$ cat config.mk
export PLATFORM = sky130hd
export DESIGN_NAME = calc_sequencer_flat
export DESIGN_NICKNAME = d
export VERILOG_FILES = /design/src/rtl/calc_if.sv /design/src/rtl/calc_sequencer.sv /design/src/flat_wrapper.sv
export SDC_FILE = /design/constraint.sdc
export NUM_CORES = 1
export LEC_CHECK = 0
export ABC_AREA = 1
export BUFFER_PORTS_ARGS = -buffer_cell sky130_fd_sc_hd__clkbuf_2
export CORE_UTILIZATION = 60
export CTS_CLUSTER_SIZE = 12
export DETAILED_ROUTE_END_ITERATION = 12
export HOLD_SLACK_MARGIN = 0.06
export PLACE_DENSITY = 0.8
export SYNTH_ARGS = -nofsm -noshare
export SYNTH_HDL_FRONTEND = slang
export SYNTH_SLANG_ARGS = --single-unit
$ cat constraint.sdc
create_clock -name clk -period 3.55 [get_ports clk]
set_clock_uncertainty 0.15 [all_clocks]
set_input_delay 0.1775 -clock clk [delete_from_list [all_inputs] [get_ports clk]]
set_output_delay 0.1775 -clock clk [all_outputs]
set_load 0.01 [all_outputs]
$ cat src/rtl/calc_if.sv
// Switch/button inputs and display/result outputs of calc_sequencer, bundled.
interface calc_if;
  logic [3:0] sw;
  logic       op_sel;
  logic       btn;
  logic [3:0] result;
  logic       carry;
  logic       done;
  logic [1:0] state;
  logic [3:0] an;
  logic [6:0] seg;

  modport master (
    output sw, op_sel, btn,
    input  result, carry, done, state, an, seg
  );

  modport slave (
    input  sw, op_sel, btn,
    output result, carry, done, state, an, seg
  );
endinterface

$ cat src/rtl/calc_sequencer.sv
// Operand entry / add-subtract sequencer with a four-digit seven-segment scan.
// Optional CALC_OVF_BLANK_EN: result digit shows the error glyph whenever carry is set.
module calc_sequencer #(
  parameter int unsigned SCAN_DIV = 16
) (
  input  logic   clk,
  input  logic   rst,
  calc_if.slave  bus
);

  // state  | meaning
  // LOAD_A | digit A tracks sw, go latches A
  // LOAD_B | digit B tracks sw, go latches B and op
  // EXEC   | one-cycle add/subtract
  // SHOW   | hold result, go returns to LOAD_A
  typedef enum logic [1:0] {
    LOAD_A = 2'b00,
    LOAD_B = 2'b01,
    EXEC   = 2'b10,
    SHOW   = 2'b11
  } state_t;

  localparam logic [15:0] CNT_MAX   = 16'(SCAN_DIV - 1);
  localparam logic [6:0]  GLYPH_ERR = 7'b0011101;
  localparam logic [6:0]  GLYPH_ADD = 7'b0110001;
  localparam logic [6:0]  GLYPH_SUB = 7'b0000001;

  state_t      state_q, state_d;
  logic [3:0]  a_q, a_d, b_q, b_d, result_q, result_d;
  logic        op_q, op_d, carry_q, carry_d, done_q, done_d;
  logic        btn_q;
  logic [15:0] cnt_q, cnt_d;
  logic [1:0]  idx_q, idx_d;
  logic [3:0]  an_q, an_d;
  logic [6:0]  seg_q, seg_d;
  logic        go;
  logic [4:0]  sum;

  function automatic logic [6:0] dec7(input logic [3:0] v);
    case (v)
      4'd0:    dec7 = 7'b1111110;
      4'd1:    dec7 = 7'b0110000;
      4'd2:    dec7 = 7'b1101101;
      4'd3:    dec7 = 7'b1111001;
      4'd4:    dec7 = 7'b0110011;
      4'd5:    dec7 = 7'b1011011;
      4'd6:    dec7 = 7'b1011111;
      4'd7:    dec7 = 7'b1110000;
      4'd8:    dec7 = 7'b1111111;
      4'd9:    dec7 = 7'b1111011;
      default: dec7 = GLYPH_ERR;
    endcase
  endfunction

  always_comb begin
    go       = bus.btn & ~btn_q;
    state_d  = state_q;
    a_d      = a_q;
    b_d      = b_q;
    op_d     = op_q;
    result_d = result_q;
    carry_d  = carry_q;
    done_d   = 1'b0;
    sum      = 5'd0;

    case (state_q)
      LOAD_A: if (go) begin
        a_d     = bus.sw;
        state_d = LOAD_B;
      end
      LOAD_B: if (go) begin
        b_d     = bus.sw;
        op_d    = bus.op_sel;
        state_d = EXEC;
      end
      EXEC: begin
        // bit 4 of the zero-extended difference is the borrow
        sum      = op_q ? ({1'b0, a_q} + {1'b0, b_q}) : ({1'b0, a_q} - {1'b0, b_q});
        result_d = sum[3:0];
        carry_d  = sum[4];
        done_d   = 1'b1;
        state_d  = SHOW;
      end
      SHOW: if (go) state_d = LOAD_A;
      default: state_d = LOAD_A;
    endcase

    if (cnt_q == CNT_MAX) begin
      cnt_d = 16'd0;
      idx_d = idx_q + 2'd1;
    end else begin
      cnt_d = cnt_q + 16'd1;
      idx_d = idx_q;
    end

    // Display registers are built from next-cycle values so an/seg line up with idx_q.
    an_d = ~(4'b0001 << idx_d);
    case (idx_d)
      2'd0: begin
`ifdef CALC_OVF_BLANK_EN
        seg_d = carry_d ? GLYPH_ERR : dec7(result_d);
`else
        seg_d = dec7(result_d);
`endif
      end
      2'd1:    seg_d = (state_d == LOAD_B) ? dec7(bus.sw) : dec7(b_d);
      2'd2:    seg_d = (state_d == LOAD_A) ? dec7(bus.sw) : dec7(a_d);
      default: seg_d = op_d ? GLYPH_ADD : GLYPH_SUB;
    endcase
  end

  always_ff @(posedge clk) begin
    if (rst) begin
      state_q  <= LOAD_A;
      a_q      <= 4'd0;
      b_q      <= 4'd0;
      op_q     <= 1'b1;
      result_q <= 4'd0;
      carry_q  <= 1'b0;
      done_q   <= 1'b0;
      btn_q    <= bus.btn;   // a button held through reset must not produce go
      cnt_q    <= 16'd0;
      idx_q    <= 2'd0;
      an_q     <= 4'b1110;
      seg_q    <= 7'b1111110;
    end else begin
      state_q  <= state_d;
      a_q      <= a_d;
      b_q      <= b_d;
      op_q     <= op_d;
      result_q <= result_d;
      carry_q  <= carry_d;
      done_q   <= done_d;
      btn_q    <= bus.btn;
      cnt_q    <= cnt_d;
      idx_q    <= idx_d;
      an_q     <= an_d;
      seg_q    <= seg_d;
    end
  end

  assign bus.result = result_q;
  assign bus.carry  = carry_q;
  assign bus.done   = done_q;
  assign bus.state  = state_q;
  assign bus.an     = an_q;
  assign bus.seg    = seg_q;

endmodule

$ cat src/flat_wrapper.sv
// flat-port wrapper written by rule: the top's interface ports become plain ports
module calc_sequencer_flat 
#(
  parameter int unsigned SCAN_DIV = 16
)
  (clk, rst, bus_sw, bus_op_sel, bus_btn, bus_result, bus_carry, bus_done, bus_state, bus_an, bus_seg);
  calc_if bus_i ();
  input  logic clk;
  input  logic rst;
  input wire logic [$bits(bus_i.sw)-1:0] bus_sw;
  input wire logic [$bits(bus_i.op_sel)-1:0] bus_op_sel;
  input wire logic [$bits(bus_i.btn)-1:0] bus_btn;
  output wire logic [$bits(bus_i.result)-1:0] bus_result;
  output wire logic [$bits(bus_i.carry)-1:0] bus_carry;
  output wire logic [$bits(bus_i.done)-1:0] bus_done;
  output wire logic [$bits(bus_i.state)-1:0] bus_state;
  output wire logic [$bits(bus_i.an)-1:0] bus_an;
  output wire logic [$bits(bus_i.seg)-1:0] bus_seg;
  assign bus_i.sw = bus_sw;
  assign bus_i.op_sel = bus_op_sel;
  assign bus_i.btn = bus_btn;
  assign bus_result = bus_i.result;
  assign bus_carry = bus_i.carry;
  assign bus_done = bus_i.done;
  assign bus_state = bus_i.state;
  assign bus_an = bus_i.an;
  assign bus_seg = bus_i.seg;
  calc_sequencer #(.SCAN_DIV(SCAN_DIV)) u_core (.clk(clk), .rst(rst), .bus(bus_i));
endmodule
==> results of run 1 <==
==> power groups by stage <==
stage / sequential (mW) / combinational, mW / clock, mW
floorplan: 0.566 / 0.190 / 0
global placement: 0.565 / 0.241 / 0
detailed placement: 0.566 / 0.244 / 0
CTS: 0.554 / 0.247 / 0.428
global route: 0.555 / 0.284 / 0.448
finish: 0.554 / 0.251 / 0.419
==> layout make-up <==
cell class / instances / area, um2 / share of cell area (%)
Clock inverter: 2 / 38.79 / 1.140
Sequential cell: 47 / 940.9 / 27.66
Tap cell: 67 / 83.83 / 2.464
Timing Repair Buffer: 27 / 140.1 / 4.119
Multi-Input combinational cell: 349 / 1881 / 55.28
Clock buffer: 6 / 82.58 / 2.427
Inverter: 62 / 235.2 / 6.914
==> through the flow <==
step,instances,total power [mW]
final,560,1.223
after detailed placement,551,0.8102
after CTS,560,1.229
after floorplan,462,0.7555
after global routing,560,1.288
after global placement,551,0.8062
==> cell usage after synthesis (2+ instances only) <==
cell type    n  area share, %
a31oi_1      2           0.41
o21ai_0     14            2.3
a21oi_1     16            2.6
or2_1        2           0.41
nand4_1      3           0.61
o22ai_1      2           0.41
nand2_4      3            1.1
inv_1       43            5.2
clkbuf_1     2           0.24
nor2_4       4            1.5
nor3b_1      2           0.49
nor2_1      58            7.1
inv_2       17            2.1
nand2_1    118             14
nand2_2     22            4.5
or2_2        3           0.61
nand3_1     40            6.5
dfxtp_1     47             31
xor2_1       3           0.85
nor2_8       2            1.3
o21ai_1      4           0.65
o21ai_2      3           0.85
ha_1        18            7.3
nor2_2       6            1.2
nor3_1       9            1.5
==> kinds of logic after synthesis <==
kind of cell	Yosys count
simple gates	278
buf+inv	66
compound gates	48
flops	47
fa+ha+maj	19
xor+xnor	4
==> sequential cells by signal, indices dropped and copies added, names as in the netlist <==
register and cells:
u_core.idx_q 2, u_core.bus.carry 1, u_core.bus.seg 7, u_core.btn_q 1, u_core.bus.done 1, u_core.a_q 4, u_core.cnt_q 16, u_core.bus.state 2
u_core.op_q 1, u_core.bus.result 4, u_core.b_q 4, u_core.bus.an 4
==> routing by layer <==
metal	vias to the layer above	share of wire [%]	global-route usage (%)
li1	1521	-	-
met1	1324	43	30.71
met2	74	49	49.13
met3	22	4.5	5.624
met4	0	3.2	12.39
met5	-	0	0
==> worst min path at each step <==
stage / depth (start not counted) / slack (ns) / startpoint / to
2_1_floorplan: 0 / 0.06 / bus_btn / u_core.btn_q$_DFF_P_
3_3_place_gp: 1 / 0.20 / bus_btn / u_core.btn_q$_DFF_P_
3_5_place_dp: 1 / 0.20 / bus_btn / u_core.btn_q$_DFF_P_
4_1_cts: 3 / 0.09 / bus_op_sel / u_core.op_q$_SDFF_PP1_
5_1_grt: 3 / 0.12 / bus_op_sel / u_core.op_q$_SDFF_PP1_
6_report: 3 / 0.1 / bus_op_sel / u_core.op_q$_SDFF_PP1_
==> worst max-delay path: cells and delay by family (launching register included) <==
kind / cells / cell delay (ns)
AOI/OAI and AO/OA: 3 / 0.56
buffers and inverters: 4 / 0.29
adders and majority gates: 3 / 1.09
DFF: 1 / 0.36
and+or+nand+nor: 3 / 0.24
==> results by group, run 1 <==
Layout
  • Final Cell Area: 3402 um2
  • Area added between synthesis and finish: 10.44%
  • Commonest non-fill, non-tap cell in the layout: nand2_1
  • Filler Cell Count: 441
  • Final Net Count: 519
  • # diodes: 0
  • Most used cells in the layout excluding fill and tap cells: 118 x nand2_1, 58 x nor2_1, 47 x dfxtp_1
  • Share of layout cells above drive strength 1: 20.28%
  • Final Util: 70.62%

Synth
  • Multiplexer share of the synthesized area: 0%
  • Synth cell types: 44
  • Largest family of logic cells by synthesized area: simple AND/OR/NAND/NOR gates
  • Synthesized cell area: 3080 um2
  • Xor-xnor portion of the synthesized cell area: 1.137%
  • Post-Synth Simple-Gate Area: 42.53%
  • Synthesized area per cell: 6.668 um2
  • Post-Synthesis Cells: 462
  • Number of synthesized flops with an enable pin: 0
  • Adder-Cell Fraction of Synth Area: 7.961%
  • Complex-gate fraction of the synthesized area: 9.423%
  • Yosys Warn Count: 0
  • Seq cells post-synth: 47
  • Post-synth top flop: dfxtp_1
  • Synthesized net count: 489
  • Ys async rst share: 0%
  • Seq/Total Area, Yosys: 30.54%

Global route
  • Vias in the first global route: 2781
  • First-pass GRT wire length: 11.45 mm
  • GRT Total Usage: 27.29%
  • Initial antenna violation count: 0
  • Largest net degree at the start of global routing: 24
  • Grt total ovfl: 0

Floorplan
  • Row count: 25
  • Die X: 73.65 um
  • Die span in y: 73.65 um
  • Initial core utilization: 63.95%
  • Core Box Area: 4817 um2
  • Die area: 5424 um2
  • Top Ports: 27

STA
  • Worst-Margin Slew: 0.5150 ns
  • Sum Neg Setup Slack: 0 ns
  • Tcrit/Tclk final: 78.58%
  • Worst hold margin: 0.09834 ns
  • Max Slew Vio Count: 0
  • RSZ-0062 raised after global routing: no
  • Final WS setup: 0.7604 ns
  • Worst rel slew slack: 65.59%
  • Fmax achieved: 358.5 MHz
  • Final setup viols: 0
  • Final Hold Vio Count: 0
  • Min cycle time layout: 2.790 ns

Critical path
  • CP max-delay cell: fa_1
  • Reg-to-reg endpoint: u_core.bus.seg[3]$_SDFF_PP1_
  • CP startpoint: u_core.b_q[1]$_SDFF_PP0_
  • Crit-path cells: inv_1 -> ha_1 -> inv_1 -> o21ai_0 -> inv_1 -> fa_1 -> o21ai_4 -> inv_2 -> ha_1 -> nor2_1 -> o21ai_0 -> nand2_1 -> nand3_1
  • Startpoint Class: register
  • Worst Path Arrival: 2.83 ns
  • Most used cell, CP: inv_1
  • Origin of the critical flop-to-flop path: u_core.b_q[1]$_SDFF_PP0_
  • CP Max Fanout: 7
  • Kind of end point of the critical path: register
  • Worst setup path endpoint: u_core.bus.seg[3]$_SDFF_PP1_
  • Required @ worst endpoint: 3.59 ns
  • Critical Path Max Stage Delay: 0.51 ns
  • R2R setup slack: 0.76 ns
  • FF-to-FF path depth: 13
  • Worst Path Class, Setup: reg2reg

Clocking
  • Cts hold-fix bufs: 1
  • H-Tree Depth: 2
  • CTS tree: yes
  • TritonCTS Buffers: 5
  • Clk root buf: clkbuf_8
  • Post-CTS Setup Bufs: 0
  • Clock latency on the worst-skew pair: 0.30 ns
  • Max Root-Sink Buffers: 2
  • Cts repair resizes: 0
  • Clock transition at the registers of the reported paths: 0.09 ns
  • CTS sink cnt: 47

Placed design
  • Dpl cell area: 3271 um2
  • Port Buf Inserts: 26
  • Dpl ws: 0.7880 ns
  • Routability Congestion: 0.9573
  • Dpl hpwl: 5.349 mm

Drt
  • Vias/cell: 5.252
  • DR vias: 2941
  • Post-DRT Antenna Nets: 0
  • Iter 0 DRT Violations: 213
  • Drc violations: 0
  • Drt wl/cell: 12.22 um
  • Final WL: 6.843 mm
  • DR pass1 iterations: 4

Power
  • Psw: 0.3657 mW
  • Pwr dens: 359.5 nW/um2
  • Combinational power share: 20.5%
  • Lkg Pwr: 1.625 nW
  • Sequential Power Share: 45.3%
  • Clock power frac: 34.2%
  • Pint: 0.8572 mW
  • Max VDD drop: 323.0 uV
  • Switching Fraction: 29.91%

Hold path
  • Worst hold path class: in2reg

Job
  • Max cap viols: 0

Run status
  • Status: completed
Note: power is estimated with default switching activity, not from simulation.
==> run 2: changes to the inputs <==
ABC_AREA = 0   (was 1)
CORE_UTILIZATION = 54   (was 60)
PLACE_DENSITY = 0.76   (was 0.8)
clock period = 2.3 ns   (was 3.55 ns; I/O delays follow)
==> run 2 against run 1 <==
  * The flow now finishes with violations (negative setup slack)
  * Die area grew 6.0%
  * Critical endpoint is now u_core.bus.seg[0]$_SDFF_PP0_
  * Highest routed layer unchanged
  * Critical path type unchanged
  * Clock power rose by 17%
  * Sequential cell count did not move
  * Cell area grew 15%
  * Register-to-register slack worse by 1.3 ns
  * Clock-buffer cell count unchanged
==> results by group, run 2 <==
Run status
  • Status: finished, violations left
  • Violated checks: negative setup slack

Drt
  • Drt wl/cell: 15.73 um (+29%)
  • Iter 0 DRT Violations: 247 (+16%)
  • Final WL: 8.260 mm (+21%)
  • Post-DRT Antenna Nets: 0 (unchanged)
  • DR vias: 3041 (+3.4%)
  • Vias/cell: 5.792 (+10%)
  • Drc violations: 0 (unchanged)
  • DR pass1 iterations: 5 (+1)

Global route
  • GRT Total Usage: 28.85% (+1.6 points)
  • Vias in the first global route: 2809 (+1.0%)
  • First-pass GRT wire length: 12.41 mm (+8.4%)
  • Grt total ovfl: 0 (unchanged)
  • Initial antenna violation count: 0 (unchanged)
  • Largest net degree at the start of global routing: 30 (+25%)

Synth
  • Post-Synthesis Cells: 372 (-19%)
  • Post-synth top area cell: dfxtp_1
  • Seq cells post-synth: 47 (unchanged)
  • Adder-Cell Fraction of Synth Area: 8.670% (+0.71 points)
  • Yosys Warn Count: 0 (unchanged)
  • Synth cell types: 56 (+27%)
  • Multiplexer share of the synthesized area: 4.335% (+4.3 points)
  • Synth area leaders: dfxtp_1 32%, ha_1 7.6%, nor2_1 6.8%
  • Top-area cell type share of the netlist area: 31.96% (+1.4 points)
  • Number of synthesized flops with an enable pin: 0 (unchanged)
  • Post-synth top flop: dfxtp_1
  • Largest family of logic cells by synthesized area: simple AND/OR/NAND/NOR gates
  • Synthesized cell area: 2944 um2 (-4.4%)
  • Xor-xnor portion of the synthesized cell area: 6.247% (+5.1 points)
  • Synthesized net count: 399 (-18%)
  • Most numerous cell in the Yosys netlist: nor2_1
  • Synthesized area per cell: 7.914 um2 (+19%)
  • Post-synth top cells: 53 x nor2_1, 47 x dfxtp_1, 28 x nand2_1
  • Seq/Total Area, Yosys: 31.96% (+1.4 points)
  • Complex-gate fraction of the synthesized area: 20.02% (+11 points)
  • Ys async rst share: 0% (unchanged)
  • Post-Synth Simple-Gate Area: 22.91% (-20 points)

Layout
  • # diodes: 0 (unchanged)
  • Share of layout cells above drive strength 1: 31.87% (+12 points)
  • Filler Cell Count: 384 (-13%)
  • Sequential Area: 944.7 um2 (+0.40%)
  • Commonest non-fill, non-tap cell in the layout: buf_4
  • Multi-input logic area: 2031 um2 (+8.0%)
  • Final Util: 75.33% (+4.7 points)
  • Largest register FFs: 16 (unchanged)
  • Final Net Count: 481 (-7.3%)
  • Most used cells in the layout excluding fill and tap cells: 62 x buf_4, 52 x nor2_1, 44 x dfxtp_1
  • Area added between synthesis and finish: 32.34%
  • Top reg by flops: u_core.cnt_q

Floorplan
  • Die area: 5751 um2 (+6.0%)
  • Die X: 75.84 um (+3.0%)
  • Row count: 26 (+4.0%)
  • Die span in y: 75.84 um (+3.0%)
  • Initial core utilization: 56.92% (-7.0 points)
  • Top Ports: 27 (unchanged)
  • Core Box Area: 5172 um2 (+7.4%)

STA
  • Worst-Margin Slew: 0.4970 ns (-0.01794 ns)
  • Max Slew Vio Count: 0 (unchanged)
  • Min cycle time layout: 2.845 ns (+0.05539 ns)
  • Final Hold Vio Count: 0 (unchanged)
  • Worst rel slew slack: 65.92% (+0.33 points)
  • Tcrit/Tclk final: 123.7% (+45 points)
  • RSZ-0062 raised after global routing: yes
  • Final setup viols: 8 (+8)
  • Fmax achieved: 351.5 MHz (-1.9%)
  • Final WS setup: -0.5450 ns (-1.305 ns)

Critical path
  • FF-to-FF path depth: 13 (unchanged)
  • Startpoint Class: register
  • Kind of end point of the critical path: register
  • R2R setup slack: -0.54 ns (-1.31 ns)
  • Worst Path Class, Setup: reg2reg
  • Worst Path Arrival: 2.88 ns (+0.05 ns)
  • CP Max Fanout: 4 (-3)
  • Required @ worst endpoint: 2.34 ns (-1.25 ns)

Clocking
  • CTS tree: yes
  • CTS sink cnt: 47 (unchanged)
  • Clk root buf: clkbuf_8
  • Max Root-Sink Buffers: 2 (unchanged)
  • TritonCTS Buffers: 5 (unchanged)
  • Clock transition at the registers of the reported paths: 0.09 ns (about the same)
  • H-Tree Depth: 2 (unchanged)
  • Clock latency on the worst-skew pair: 0.30 ns (about the same)

Hold path
  • Worst hold path class: in2reg
  • Hold Path Depth: 3 (unchanged)

Job
  • Max cap viols: 0 (unchanged)

Placed design
  • Port Buf Inserts: 26 (unchanged)
  • Dpl ws: -0.5948 ns (-1.383 ns)
  • Dpl hpwl: 5.797 mm (+8.4%)
  • Routability Congestion: 0.9006 (-5.9%)

Power
  • Lkg Pwr: 1.678 nW (+3.2%)
  • Max VDD drop: 404.7 uV (+25%)
  • Pwr dens: 437.2 nW/um2 (+22%)
-- run 2: worst paths after layout --
| kind | startpoint | end |
|---|---|---|
| setup / recovery | u_core.b_q[1]$_SDFF_PP0_ | u_core.bus.seg[0]$_SDFF_PP0_ |
| hold / removal | bus_sw[2] | u_core.b_q[2]$_SDFF_PP0_ |
| setup reg to reg | u_core.b_q[1]$_SDFF_PP0_ | u_core.bus.seg[0]$_SDFF_PP0_ |
| hold reg to reg | u_core.bus.carry$_SDFFE_PP0P_ | u_core.bus.carry$_SDFFE_PP0P_ |
-- run 2: cells by family (layout without fill, tap and decap cells) --
group                      count (synthesis)  in the layout
AOI/OAI and AO/OA                         93             93
DFF                                       47             47
muxes                                     12             12
buffers and inverters                     42            125
xor gates and xnor gates                  21             21
adders and majority gates                 20             20
and+or+nand+nor                          137            137
-- run 2: cell type report --
class	count	area share, %
well taps	70	2.248
repair buffers	94	16.92
inverters	23	2.280
clock inverters	2	0.3211
clock buffers	6	1.863
multi-input cells	283	52.12
flip-flops and latches	47	24.25
-- run 2: metrics by stage --
| stage | TNS [ns] | std cells | hold slack [ns] | total power [mW] | cell area, um2 |
|---|---|---|---|---|---|
| finish | -3.429 | 525 | 0.09705 | 1.703 | 3896 |
| global placement | -2.619 | 507 | 0.1016 | 1.186 | 3565 |
| detailed placement | -3.259 | 507 | 0.1061 | 1.196 | 3565 |
| global route | -4.046 | 525 | 0.1320 | 1.769 | 3896 |
| floorplan | -2.391 | 372 | -0.007283 | 1.070 | 3018 |
| CTS | -3.125 | 523 | 0.08410 | 1.693 | 3821 |
-- run 2: critical path: stages, from the launching register on --
cell	delay, ns
dfxtp_2	0.34
inv_2	0.05
ha_4	0.22
mux2_4	0.28
inv_2	0.06
fa_2	0.45
o21a_4	0.25
inv_4	0.07
ha_4	0.14
a21o_1	0.12
nand3b_1	0.14
a311oi_2	0.29
a211o_1	0.12
a21oi_1	0.05
-- run 2: repair_timing --
| item | in CTS | in global routing |
|---|---|---|
| pin swaps | 21 | 13 |
| hold buffers | 3 | 0 |
| gates resized for setup | 20 | 15 |
| buffers inserted | 6 | 2 |
| gates cloned | 0 | 0 |
| endpoints found under the hold margin | 2 | 0 |
| endpoints found under the setup margin | 8 | 9 |
-- run 2: where the power goes --
part           switching [mW]  internal [mW]  total [mW]
registers              0.0118          0.831       0.842
clock network           0.277          0.213       0.490
logic                   0.203          0.168       0.371
total                   0.492           1.21        1.70
-- run 2: per-layer routing --
layer | track usage, % | vias up | part of all wire (%)
met4 | 11.73 | 0 | 2.7
met3 | 6.085 | 25 | 5.9
met5 | 0 | - | 0
met2 | 51.43 | 117 | 50
li1 | - | 1454 | -
met1 | 33.41 | 1445 | 41
